$ cat config.mk
export PLATFORM = sky130hd
export DESIGN_NAME = fetch_queue_unit
export DESIGN_NICKNAME = d
export VERILOG_FILES = /design/src/rtl/fetch_pkg.sv /design/src/rtl/fetch_queue.sv /design/src/rtl/fetch_queue_unit.sv
export SDC_FILE = /design/constraint.sdc
export NUM_CORES = 1
export LEC_CHECK = 0
export CORE_MARGIN = 1.5
export CORE_UTILIZATION = 40
export CTS_CLUSTER_SIZE = 16
export DETAILED_ROUTE_END_ITERATION = 12
export PLACE_DENSITY = 0.69
export SETUP_SLACK_MARGIN = 0.1
export SLEW_MARGIN = 20
export SYNTH_ARGS = -nofsm -noshare
export SYNTH_HDL_FRONTEND = slang
export SYNTH_SLANG_ARGS = --single-unit
$ cat constraint.sdc
create_clock -name clock -period 4.3 [get_ports clock]
set_input_delay 0.645 -clock clock [delete_from_list [all_inputs] [get_ports clock]]
set_output_delay 0.645 -clock clock [all_outputs]
set_load 0.005 [all_outputs]
$ cat src/rtl/fetch_pkg.sv
// fetch_pkg: shared state type, PC step and counter-width helper for the fetch queue unit.
// Contents:
//   state_t  - fetch FSM states (IDLE, RUN)
//   PC_STEP  - byte increment between sequential instruction fetches
//   cnt_w()  - width of a counter that must hold 0..depth inclusive
package fetch_pkg;

    typedef enum logic {
        IDLE = 1'b0,
        RUN  = 1'b1
    } state_t;

    localparam int PC_STEP = 4;

    function automatic int cnt_w(input int depth);
        return $clog2(depth + 1);
    endfunction

endpackage

$ cat src/rtl/fetch_queue.sv
// fetch_queue: show-ahead FIFO holding {pc, instruction} records for decode.
// Ports:
//   clock, reset_n    - clock, asynchronous active-low reset
//   push, push_data   - write push_data at the tail
//   pop               - drop the head entry (caller guarantees valid)
//   flush             - empty the queue; overrides push and pop
//   head_data         - head entry, driven straight from storage
//   valid             - queue not empty
//   count             - number of stored entries
module fetch_queue
    import fetch_pkg::*;
#(
    parameter int W     = 64,
    parameter int DEPTH = 4
) (
    input  logic                    clock,
    input  logic                    reset_n,
    input  logic                    push,
    input  logic [W-1:0]            push_data,
    input  logic                    pop,
    input  logic                    flush,
    output logic [W-1:0]            head_data,
    output logic                    valid,
    output logic [cnt_w(DEPTH)-1:0] count
);

    localparam int PW = $clog2(DEPTH);
    localparam int CW = cnt_w(DEPTH);

    logic [W-1:0]  mem_q [DEPTH];
    logic [W-1:0]  mem_d [DEPTH];
    logic [PW-1:0] wr_q, wr_d, rd_q, rd_d;
    logic [CW-1:0] cnt_q, cnt_d;

    always_comb begin
        mem_d = mem_q;
        wr_d  = wr_q;
        rd_d  = rd_q;
        cnt_d = cnt_q;
        if (flush) begin
            wr_d  = '0;
            rd_d  = '0;
            cnt_d = '0;
        end else begin
            if (push) begin
                mem_d[wr_q] = push_data;
                wr_d        = wr_q + PW'(1);
            end
            if (pop) rd_d = rd_q + PW'(1);
            cnt_d = cnt_q + CW'(push) - CW'(pop);
        end
    end

    always_ff @(posedge clock or negedge reset_n) begin
        if (!reset_n) begin
            mem_q <= '{default: '0};
            wr_q  <= '0;
            rd_q  <= '0;
            cnt_q <= '0;
        end else begin
            mem_q <= mem_d;
            wr_q  <= wr_d;
            rd_q  <= rd_d;
            cnt_q <= cnt_d;
        end
    end

    assign head_data = mem_q[rd_q];
    assign valid     = (cnt_q != '0);
    assign count     = cnt_q;

    // The fetch credit rule keeps requests in flight plus stored words within DEPTH.
    a_no_overflow: assert property (@(posedge clock) disable iff (!reset_n)
        !(push && !pop && !flush && cnt_q == CW'(DEPTH)));
    a_no_underflow: assert property (@(posedge clock) disable iff (!reset_n)
        !(pop && !flush && cnt_q == '0));

endmodule

$ cat src/rtl/fetch_queue_unit.sv
// fetch_queue_unit: pipelined instruction fetch with a DEPTH-entry queue toward decode.
// Ports:
//   clock, reset_n                    - clock, asynchronous active-low reset
//   fetch_en                          - permits new memory requests
//   redirect_valid, redirect_addr     - one-cycle redirect to a new fetch PC
//   imem_req_valid/ready/addr         - request channel to instruction memory
//   imem_rsp_valid, imem_rsp_data     - in-order, never back-pressured responses
//   inst_valid/ready, inst_data/pc    - queue head toward decode
//   pc_out                            - next PC to be requested
//   align_fault                       - sticky misaligned-redirect trap (FETCH_ALIGN_TRAP_EN only)
// Build option: define FETCH_ALIGN_TRAP_EN to trap misaligned redirects instead of
// silently clearing the low address bits.
module fetch_queue_unit
    import fetch_pkg::*;
#(
    parameter int                ADDR_W   = 32,
    parameter int                DATA_W   = 32,
    parameter int                DEPTH    = 4,
    parameter logic [ADDR_W-1:0] RESET_PC = '0
) (
    input  logic              clock,
    input  logic              reset_n,
    input  logic              fetch_en,
    input  logic              redirect_valid,
    input  logic [ADDR_W-1:0] redirect_addr,
    output logic              imem_req_valid,
    input  logic              imem_req_ready,
    output logic [ADDR_W-1:0] imem_req_addr,
    input  logic              imem_rsp_valid,
    input  logic [DATA_W-1:0] imem_rsp_data,
    output logic              inst_valid,
    input  logic              inst_ready,
    output logic [DATA_W-1:0] inst_data,
    output logic [ADDR_W-1:0] inst_pc,
    output logic [ADDR_W-1:0] pc_out
`ifdef FETCH_ALIGN_TRAP_EN
    ,
    output logic              align_fault
`endif
);

    localparam int                CW      = cnt_w(DEPTH);
    localparam logic [CW:0]       DEPTH_C = (CW + 1)'(DEPTH);
    localparam logic [ADDR_W-1:0] STEP    = ADDR_W'(PC_STEP);

    state_t                   state_q, state_d;
    logic [ADDR_W-1:0]        pc_q, pc_d, rsp_pc_q, rsp_pc_d, target;
    logic [CW-1:0]            outst_q, outst_d, disc_q, disc_d, count;
    logic                     fire, push, pop, bad_align, trapped;
    logic [ADDR_W+DATA_W-1:0] head;

    assign target = redirect_addr & ~ADDR_W'(3);

`ifdef FETCH_ALIGN_TRAP_EN
    logic fault_q, fault_d;
    assign bad_align = redirect_valid && (redirect_addr[1:0] != 2'b00);
    always_comb fault_d = fault_q || bad_align;
    always_ff @(posedge clock or negedge reset_n) begin
        if (!reset_n) fault_q <= 1'b0;
        else          fault_q <= fault_d;
    end
    assign trapped     = fault_q;
    assign align_fault = fault_q;
`else
    assign bad_align = 1'b0;
    assign trapped   = 1'b0;
`endif

    always_ff @(posedge clock or negedge reset_n) begin
        if (!reset_n) state_q <= IDLE;
        else          state_q <= state_d;
    end

    // A trap pins the unit in IDLE until reset.
    always_comb state_d = (trapped || bad_align) ? IDLE : (fetch_en ? RUN : IDLE);

    // Credit rule: never let in-flight requests plus queued words exceed DEPTH.
    always_comb begin
        imem_req_valid = (state_q == RUN) && !redirect_valid &&
                         ((CW + 1)'(outst_q) + (CW + 1)'(count) < DEPTH_C);
        imem_req_addr  = pc_q;
        pc_out         = pc_q;
    end

    always_comb begin
        fire     = imem_req_valid && imem_req_ready;
        pop      = inst_valid && inst_ready && !redirect_valid;
        push     = imem_rsp_valid && (disc_q == '0) && !redirect_valid;
        outst_d  = outst_q + CW'(fire) - CW'(imem_rsp_valid);
        pc_d     = fire ? pc_q + STEP : pc_q;
        rsp_pc_d = push ? rsp_pc_q + STEP : rsp_pc_q;
        disc_d   = (imem_rsp_valid && disc_q != '0) ? disc_q - CW'(1) : disc_q;
        // Every request still in flight after a redirect returns a stale word.
        if (redirect_valid) begin
            pc_d     = target;
            rsp_pc_d = target;
            disc_d   = outst_d;
        end
    end

    always_ff @(posedge clock or negedge reset_n) begin
        if (!reset_n) begin
            pc_q     <= RESET_PC;
            rsp_pc_q <= RESET_PC;
            outst_q  <= '0;
            disc_q   <= '0;
        end else begin
            pc_q     <= pc_d;
            rsp_pc_q <= rsp_pc_d;
            outst_q  <= outst_d;
            disc_q   <= disc_d;
        end
    end

    fetch_queue #(
        .W     (ADDR_W + DATA_W),
        .DEPTH (DEPTH)
    ) u_queue (
        .clock     (clock),
        .reset_n   (reset_n),
        .push      (push),
        .push_data ({rsp_pc_q, imem_rsp_data}),
        .pop       (pop),
        .flush     (redirect_valid),
        .head_data (head),
        .valid     (inst_valid),
        .count     (count)
    );

    assign {inst_pc, inst_data} = head;

endmodule

After elaboration in Yosys (flattened, before gate mapping)
Index checks and enable logic that the tools add are counted.

Order comparisons: 4. Muxes and demuxes: 18. Add/subtract/negate cells: 10. Reduce and logical (&&, ||, !) cells: 18. Bitwise logic cells: 3.

Operator list (count): bitwise mux 256 bit (1); two-way mux 64 bit (3); binary-select mux 64 bit (select 2 bit) (1); demux 64 bit (select 2 bit) (1); two-way mux 32 bit (4); adder 32 x 3 -> 32 bit, second input constant (2); logical AND 1 bit (9); two-way mux 3 bit (3); two-way mux 2 bit (4); nonzero test 2 bit (4); adder 3 x 1 -> 3 bit (2); greater-or-equal comparator 3 bit, second input constant (2); NOT 2 -> 3 bit (2); nonzero test 3 bit (2); subtractor 3 x 1 -> 3 bit (2); adder 2 x 1 -> 2 bit, second input constant (2); adder 3 x 3 -> 4 bit (1); less-than comparator 4 x 3 -> 1 bit, second input constant (1); logical NOT 3 bit (1); less-than comparator 3 x 1 -> 1 bit, second input constant (1); subtractor 3 x 1 -> 3 bit, second input constant (1); AND reduction 2 bit (1); logical NOT 1 bit (1); two-way mux 1 bit (1); NOT 1 bit (1).

Input bits: 71. Bits in registers: 334.

Depth between registers and ports, before layout
Gate-level depths: netlist of run 1.

Depth after elaboration: 7. Gate-level depth with buffers: 14. Mapped depth without buffers: 12.

Cells and area by module
Synthesis of run 1 repeated with hierarchy kept, for this count alone.

Cell total of the unflattened synthesis: 1097. Area total of the unflattened synthesis: 16409.5 sq um.

By module, submodules not included: fetch_queue (area an instance 12345.6 sq um, times used 1, sequential area each 6581.3 sq um, cells each 658); fetch_queue_unit (area an instance 4063.9 sq um, times used 1, sequential area each 1676.6 sq um, cells each 439).

Worst setup path after synthesis of run 1
No wires, ideal clock.

Kind: reg2reg. Start point: register outst_q[2]. End point: register disc_q[2]. Period minus slack after synthesis: 2.904 ns. Path slack: 1.396 ns. Data arrival time: 2.770 ns. Data required time: 4.166 ns. Stages on the path, launching flop included: 15. Library setup time: 0.134 ns. Cell sequence: dfrtp_1 > ha_1 > nor4b_2 > and4b_1 > buf_2 > inv_2 > clkbuf_1 > ha_1 > inv_1 > ha_1 > fa_1 > xnor2_1 > xnor2_1 > nand2_1 > o21ai_0.

Word-level cells in the longest chain between the ends: 7.

RTL lines: start: declaration (line fetch_queue_unit.sv:48) `logic [CW-1:0] outst_q, outst_d, disc_q, disc_d, count;`; start signal: assignment (line fetch_queue_unit.sv:110) `outst_q <= outst_d;`; adder 3 x 3 -> 4 bit (line fetch_queue_unit.sv:80) `((CW + 1)'(outst_q) + (CW + 1)'(count) < DEPTH_C);`; less-than comparator 4 x 3 -> 1 bit (line fetch_queue_unit.sv:80); logical AND 1 bit (line fetch_queue_unit.sv:79) `imem_req_valid = (state_q == RUN) && !redirect_valid &&`; logical AND 1 bit (line fetch_queue_unit.sv:86) `fire = imem_req_valid && imem_req_ready;`; adder 3 x 1 -> 3 bit (*) (line fetch_queue_unit.sv:89) `outst_d = outst_q + CW'(fire) - CW'(imem_rsp_valid);`; subtractor 3 x 1 -> 3 bit (*) (line fetch_queue_unit.sv:89); via outst_d[2] (line fetch_queue_unit.sv:48); two-way mux 3 bit (*) (line fetch_queue_unit.sv:94) `if (redirect_valid) begin`; end signal: assignment (line fetch_queue_unit.sv:111) `disc_q <= disc_d;`; end: declaration (line fetch_queue_unit.sv:48).

Mark *: on every way through the listed nets, which the timed path passes. The rest lies on a longest branch. A chain may end at the register's enable or synchronous reset.

Final worst setup path of run 1
Start point: register u_queue.rd_q[0]. End point: output inst_pc[7].

Word-level cells in the longest chain between the ends: 4.

RTL lines: start: declaration (line fetch_queue.sv:32) `logic [PW-1:0] wr_q, wr_d, rd_q, rd_d;`; start signal: assignment (line fetch_queue.sv:63) `rd_q <= rd_d;`; NOT 2 -> 3 bit (implied by the code) (line fetch_queue.sv:68) `assign head_data = mem_q[rd_q];`; binary-select mux 64 bit (select 2 bit) (line fetch_queue.sv:68); two-way mux 64 bit (implied by the code) (2 in a row) (line fetch_queue.sv:68); end: declaration (line fetch_queue_unit.sv:34) `output logic [ADDR_W-1:0] inst_pc,`.

No other way between the ends. The select of a mux whose other input is x is not followed.

==> results by group, run 1 <==
Layout
  – Fin cells: 1,813
  – Layout cells sized above 1: 29.18%
  – Design Area, Final: 0.01855 mm²
  – P&R area growth vs syn: 22.82%
  – Final #Nets: 1,372
  – Most common cell after layout, fill and taps aside: dfrtp_1
  – Antenna Cells: 0
  – Most frequent cells in the layout: dfrtp_1 (320), mux2_2 (221), clkdlybuf4s50_1 (190)

Placed design
  – Post-DP Area: 0.01732 mm²
  – HPWL Detailed: 22.41 mm
  – DP Cell Count: 1,749
  – GPL Wtd Cong: 0.8559
  – Port bufs: 192

Synthesis
  – Syn_area_per_cell: 13.27 µm²
  – Top cell type's share of synthesized area: 53.36%
  – Dominant cells by area after synthesis: dfrtp_1 (53%), mux2_2 (16%), mux4_2 (9.2%)
  – Gate Count Post-Synth: 1,138
  – Yosys cell types: 57
  – Post-synth EDFFs: 0
  – Synth Cell Area: 0.01510 mm²
  – Post-synth top flop: dfrtp_1
  – Post-synth ARST share: 100.0%
  – Seq/Total Area, Yosys: 53.36%
  – Synth Warn #: 0
  – Synth area leader: dfrtp_1
  – Yosys reg bits: 322

CTS
  – Clock input transition at the sequential cells of the worst setup and hold paths: 0.06 ns
  – TritonCTS clock tree: done
  – Deepest clock path buffer count: 3
  – Post-CTS setup buffers: 0
  – Post-CTS sizing: 0
  – Root buffer selected by CTS: clkbuf_16
  – H-Tree Depth: 2
  – Clk_lat worst skew: 0.52 ns
  – Num CTS Buffers: 38
  – Clk sinks: 322
  – Hold bufs inserted after CTS: 0

GRT
  – Global route overflow: 0
  – Global router's overall resource usage: 18.54%
  – Vias in the first global route: 10,395
  – First-pass GRT wire length: 57.19 mm
  – Largest net degree at the start of global routing: 121
  – Initial antenna violation count: 0

Routing
  – Top sig layer: met4
  – Wirelength per Cell: 19.18 µm
  – Vias per cell: 5.411
  – Met2 routed WL: 16.34 mm
  – Drt drc: 0
  – Number of routed nets with antenna violations: 0
  – WL met1: 15.70 mm
  – Drt pass-1 iters: 5
  – Violation count after the first detailed-routing iteration: 484
  – Vias: 9,811
  – Post-Route WL: 34.78 mm
  – Wire length on met3: 1.940 mm

Critical path
  – Worst Path Arrival: 2.81 ns
  – R2R Path End: u_queue.mem_q[78]
  – R2R setup slack: 1.38 ns
  – FF-to-FF path depth: 6
  – Critical R2R Launch: disc_q[0]
  – Crit Path Max Fanout: 29
  – CP Data Required Time: 3.65 ns
  – CP Launch Type: flip-flop
  – Worst Path Class, Setup: reg2out
  – CP Capture Type: output pin

Floorplan
  – Initial Util: 40.95%
  – Total die area: 0.03892 mm²
  – I/O pin cnt: 201
  – Standard-cell rows: 70
  – Core ar.: 0.03687 mm²
  – Die width: 197.3 µm
  – Die height: 197.3 µm

Power and ir drop
  – Total Power: 0.01053 W
  – Power share of the clock group: 29.9%
  – PwrDens: 567.7 mW/mm²
  – Sw frac: 27.32%
  – Net load switching power: 0.002876 W
  – Worst vdd ir: 323.5 µV
  – Comb pwr share: 30.3%
  – Pint: 0.007652 W
  – Leak Pwr: 8.179 nW
  – Reg power frac: 39.8%

Timing
  – # setup viols final: 0
  – Worst Tran Pin Value: 1.062 ns
  – Final period utilization: 80.35%
  – Fin. max-slew vios: 0
  – Hold Violations, Final: 0
  – Slew headroom: 29.18%
  – Fin crit period: 3.455 ns
  – Clock skew: 0.01301 ns
  – Setup TNS Final: 0 ns
  – Unrepaired setup endpoints after global routing: false
  – Fmax: 289.4 MHz

Worst hold path
  – HP Class: in2async

Run
  – Max cap viols: 0

Outcome
  – Status: finished, final reports clean
-- cell families after synthesis --
| group | synth area share, % |
|---|---|
| DFF | 53.36 |
| muxes | 25.73 |
| and+or+nand+nor | 7.980 |
| buffers and inverters | 4.350 |
| AOI/OAI and AO/OA | 4.922 |
| xor gates and xnor gates | 2.204 |
| adders and majority gates | 1.425 |
| other | 0.02484 |
-- flip-flops by register name, indices dropped and copies added, names as in the netlist --
| name | cells |
|---|---|
| disc_q | 3 |
| imem_req_addr | 30 |
| outst_q | 3 |
| rsp_pc_q | 30 |
| state_q | 1 |
| u_queue.count | 3 |
| u_queue.mem_q | 248 |
| u_queue.rd_q | 2 |
| u_queue.wr_q | 2 |
-- per-layer routing --
metal | vias up | GRT usage [%]
met2 | 324 | 29.98
met3 | 53 | 3.227
met4 | 0 | 5.089
met5 | - | 0
met1 | 5036 | 25.73
li1 | 4398 | -
-- power by group through the flow --
stage,sequential [W],combinational (W),clock (W)
2_1_floorplan,0.00399,0.00187,0
3_3_place_gp,0.00420,0.00319,0
3_5_place_dp,0.00425,0.00324,0
4_1_cts,0.00420,0.00326,0.00323
5_1_grt,0.00429,0.00346,0.00337
6_report,0.00419,0.00319,0.00315
-- worst max-delay path by stage --
stage	slack [ns]	depth (start not counted)	endpoint	start
after floorplan	1.40	14	disc_q[2]	outst_q[2]
after detailed placement	0.75	5	u_queue.mem_q[78]	imem_rsp_valid
final	0.84	3	inst_pc[7]	u_queue.rd_q[0]
after global placement	0.81	5	u_queue.mem_q[67]	imem_rsp_valid
after global routing	0.66	3	inst_pc[7]	u_queue.rd_q[0]
after CTS	0.73	3	inst_pc[7]	u_queue.rd_q[0]
-- synthesized netlist by cell type, drive strengths merged (6+ instances only) --
cell type  instances
inv               21
mux2             221
a21oi              7
and3               9
o21ai             72
nor4               7
xnor2             27
a31oi              6
clkbuf            26
o211ai            12
nand4             19
and2               6
o311ai             9
ha                14
nand2             94
nor3              13
nand3             27
dfrtp            322
nor2              28
xor2              11
buf               81
mux4              62
-- critical path: stages, from the launching register on --
cell	delay [ns]
dfrtp_4	0.82
buf_4	0.41
mux4_2	0.54
clkdlybuf4s50_1	0.50
-- layout make-up --
class                           instances  area (µm²)
Tap cell                              504       630.6
Clock inverter                          9       105.1
Fill cell                            3126       18330
Clock buffer                           55        1119
Timing Repair Buffer                  209        2112
Multi-Input combinational cell        692        6434
Inverter                               22       82.58
Sequential cell                       322        8063
-- metrics by stage --
| step | worst slack (ns) | hold WS [ns] | utilization (%) |
|---|---|---|---|
| after floorplan | 1.396 | 0.3494 | - |
| after global placement | 0.8115 | 0.4577 | 46.98 |
| after detailed placement | 0.7502 | 0.4693 | 46.98 |
| after CTS | 0.7322 | 0.2595 | 50.30 |
| after global routing | 0.6572 | 0.2797 | 50.30 |
| final | 0.8449 | 0.1659 | 50.30 |
Note: power is estimated with default switching activity, not from simulation.
==> inputs of run 2 (changes only) <==
- clock period: 4.3 -> 3.2 ns (I/O delays scaled with it)
==> results by group, run 2 (synthesis results as in run 1) <==
CTS
  – Deepest clock path buffer count: 3 (unchanged)
  – Hold bufs inserted after CTS: 0 (unchanged)
  – Clock input transition at the sequential cells of the worst setup and hold paths: 0.06 ns (about the same)
  – TritonCTS clock tree: done
  – H-Tree Depth: 2 (unchanged)
  – Num CTS Buffers: 36 (-5.3%)
  – Root buffer selected by CTS: clkbuf_16
  – Post-CTS setup buffers: 0 (unchanged)
  – Clk_lat worst skew: 0.52 ns (about the same)
  – Post-CTS sizing: 0 (unchanged)
  – Clk sinks: 322 (unchanged)

Timing
  – Final period utilization: 88.73%
  – Hold Violations, Final: 13 (+13)
  – Clock skew: 0.02206 ns (+0.009051 ns)
  – Fin crit period: 2.839 ns
  – Setup TNS Final: 0 ns (unchanged)
  – Worst Tran Pin Value: 0.7942 ns (-0.2681 ns)
  – WHS: -0.02361 ns (-0.1896 ns)
  – Slew headroom: 46.64% (+17 points)
  – # setup viols final: 0 (unchanged)
  – Unrepaired setup endpoints after global routing: false
  – Fmax: 352.2 MHz
  – Fin. max-slew vios: 0 (unchanged)

GRT
  – Initial antenna violation count: 0 (unchanged)
  – Global route overflow: 0 (unchanged)
  – Global router's overall resource usage: 18.14% (-0.40 points)
  – First-pass GRT wire length: 56.03 mm (-2.0%)
  – Largest net degree at the start of global routing: 95 (-21%)
  – Vias in the first global route: 10,248 (-1.4%)

Routing
  – Wirelength per Cell: 18.83 µm (-1.8%)
  – Violation count after the first detailed-routing iteration: 334 (-31%)
  – Vias: 9,779 (-0.33%)
  – Drt drc: 0 (unchanged)
  – Post-Route WL: 34.44 mm (-0.96%)
  – Vias per cell: 5.347 (-1.2%)
  – Drt pass-1 iters: 4 (-1)
  – Number of routed nets with antenna violations: 0 (unchanged)

Outcome
  – Status: finished with violations
  – Failing checks: negative hold slack

Placed design
  – HPWL Detailed: 23.30 mm (+4.0%)
  – GPL Wtd Cong: 0.8540 (-0.22%)
  – Port bufs: 192 (unchanged)

Critical path
  – CP Capture Type: output pin
  – Worst Path Class, Setup: reg2out
  – Critical R2R Launch: outst_q[2]
  – CP Data Required Time: 2.72 ns (-0.93 ns)
  – R2R setup slack: 0.46 ns (-0.92 ns)
  – Worst Path Arrival: 2.36 ns (-0.45 ns)
  – FF-to-FF path depth: 12 (+6)
  – Crit Path Max Fanout: 15 (-48%)
  – R2R Path End: disc_q[2]
  – CP Launch Type: flip-flop

Power and ir drop
  – Sw frac: 26.61% (-0.71 points)
  – Net load switching power: 0.003864 W (+34%)
  – Pint: 0.01066 W (+39%)
  – Reg power frac: 38.1% (-1.7 points)
  – Leak Pwr: 8.342 nW (+2.0%)
  – Comb pwr share: 30.6% (+0.3 points)
  – Power share of the clock group: 31.3% (+1.4 points)
  – Worst vdd ir: 375.1 µV (+16%)
  – PwrDens: 770.6 mW/mm² (+36%)

Floorplan
  – Initial Util: 40.95% (unchanged)
  – Standard-cell rows: 70 (unchanged)
  – Core ar.: 0.03687 mm² (unchanged)
  – I/O pin cnt: 201 (unchanged)
  – Die width: 197.3 µm (unchanged)
  – Die height: 197.3 µm (unchanged)
  – Total die area: 0.03892 mm² (unchanged)

Layout
  – Final #Nets: 1,385 (+0.95%)
  – P&R area growth vs syn: 24.83%
  – Most frequent cells in the layout: dfrtp_1 (320), mux2_2 (221), clkdlybuf4s50_1 (190)
  – Most common cell after layout, fill and taps aside: dfrtp_1
  – Most flop-heavy register: u_queue.mem_q
  – Layout cells sized above 1: 30.34% (+1.2 points)
  – Antenna Cells: 0 (unchanged)
  – Final core utilization: 51.12% (+0.82 points)
  – Max reg flops: 248 (unchanged)

Worst hold path
  – HP Class: in2async

Run
  – Max cap viols: 0 (unchanged)
-- run 2: metal layers --
layer / GRT usage [%] / up-vias / share of wire, %
met1: 24.81 / 4994 / 45
li1: - / 4435 / -
met4: 5.089 / 0 / 2.1
met3: 3.107 / 48 / 5.4
met5: 0 / - / 0
met2: 29.76 / 302 / 47
-- run 2: power by group through the flow --
stage / Clock (W) / Sequential [W] / Combinational (W)
after floorplan: 0 / 0.00536 / 0.00251
after global placement: 0 / 0.00553 / 0.00446
after detailed placement: 0 / 0.00559 / 0.00452
after CTS: 0.00467 / 0.00553 / 0.00455
after global routing: 0.00484 / 0.00565 / 0.00484
final: 0.00455 / 0.00553 / 0.00445
-- run 2: area by class of cell --
cell class	instances	area [µm²]
clock buffer	49	1031
inverter	22	82.58
multi-input combinational	692	6434
clock inverter	16	295.3
timing repair buffer	224	2312
sequential	322	8063
fill	3133	18020
tap	504	630.6
-- run 2: how the worst max path moves through the flow --
stage	startpoint	to	slack [ns]	depth (start not counted)
2_1_floorplan	outst_q[2]	disc_q[2]	0.30	14
3_3_place_gp	outst_q[2]	disc_q[2]	0.44	12
3_5_place_dp	outst_q[2]	disc_q[2]	0.47	12
4_1_cts	u_queue.rd_q[0]	inst_pc[10]	0.30	3
5_1_grt	u_queue.rd_q[0]	inst_pc[10]	0.28	3
6_report	u_queue.rd_q[0]	inst_pc[10]	0.36	3
-- run 2: worst max-delay path, cell delays in order, from the launching register on --
cell	delay (ns)
dfrtp_4	0.45
buf_4	0.32
mux4_2	0.57
clkdlybuf4s50_1	0.51
-- run 2: stage by stage --
| stage | area (µm²) | total power [W] | hold slack (ns) | cells | setup slack [ns] |
|---|---|---|---|---|---|
| after floorplan | 15120 | 0.007872 | 0.1844 | 1143 | 0.2965 |
| after global placement | 17520 | 0.009982 | 0.4577 | 1764 | 0.4353 |
| after detailed placement | 17520 | 0.01011 | 0.4690 | 1764 | 0.4736 |
| after CTS | 18850 | 0.01475 | 0.01487 | 1829 | 0.3005 |
| after global routing | 18850 | 0.01532 | 0.01898 | 1829 | 0.2787 |
| final | 18850 | 0.01452 | -0.02361 | 1829 | 0.3605 |
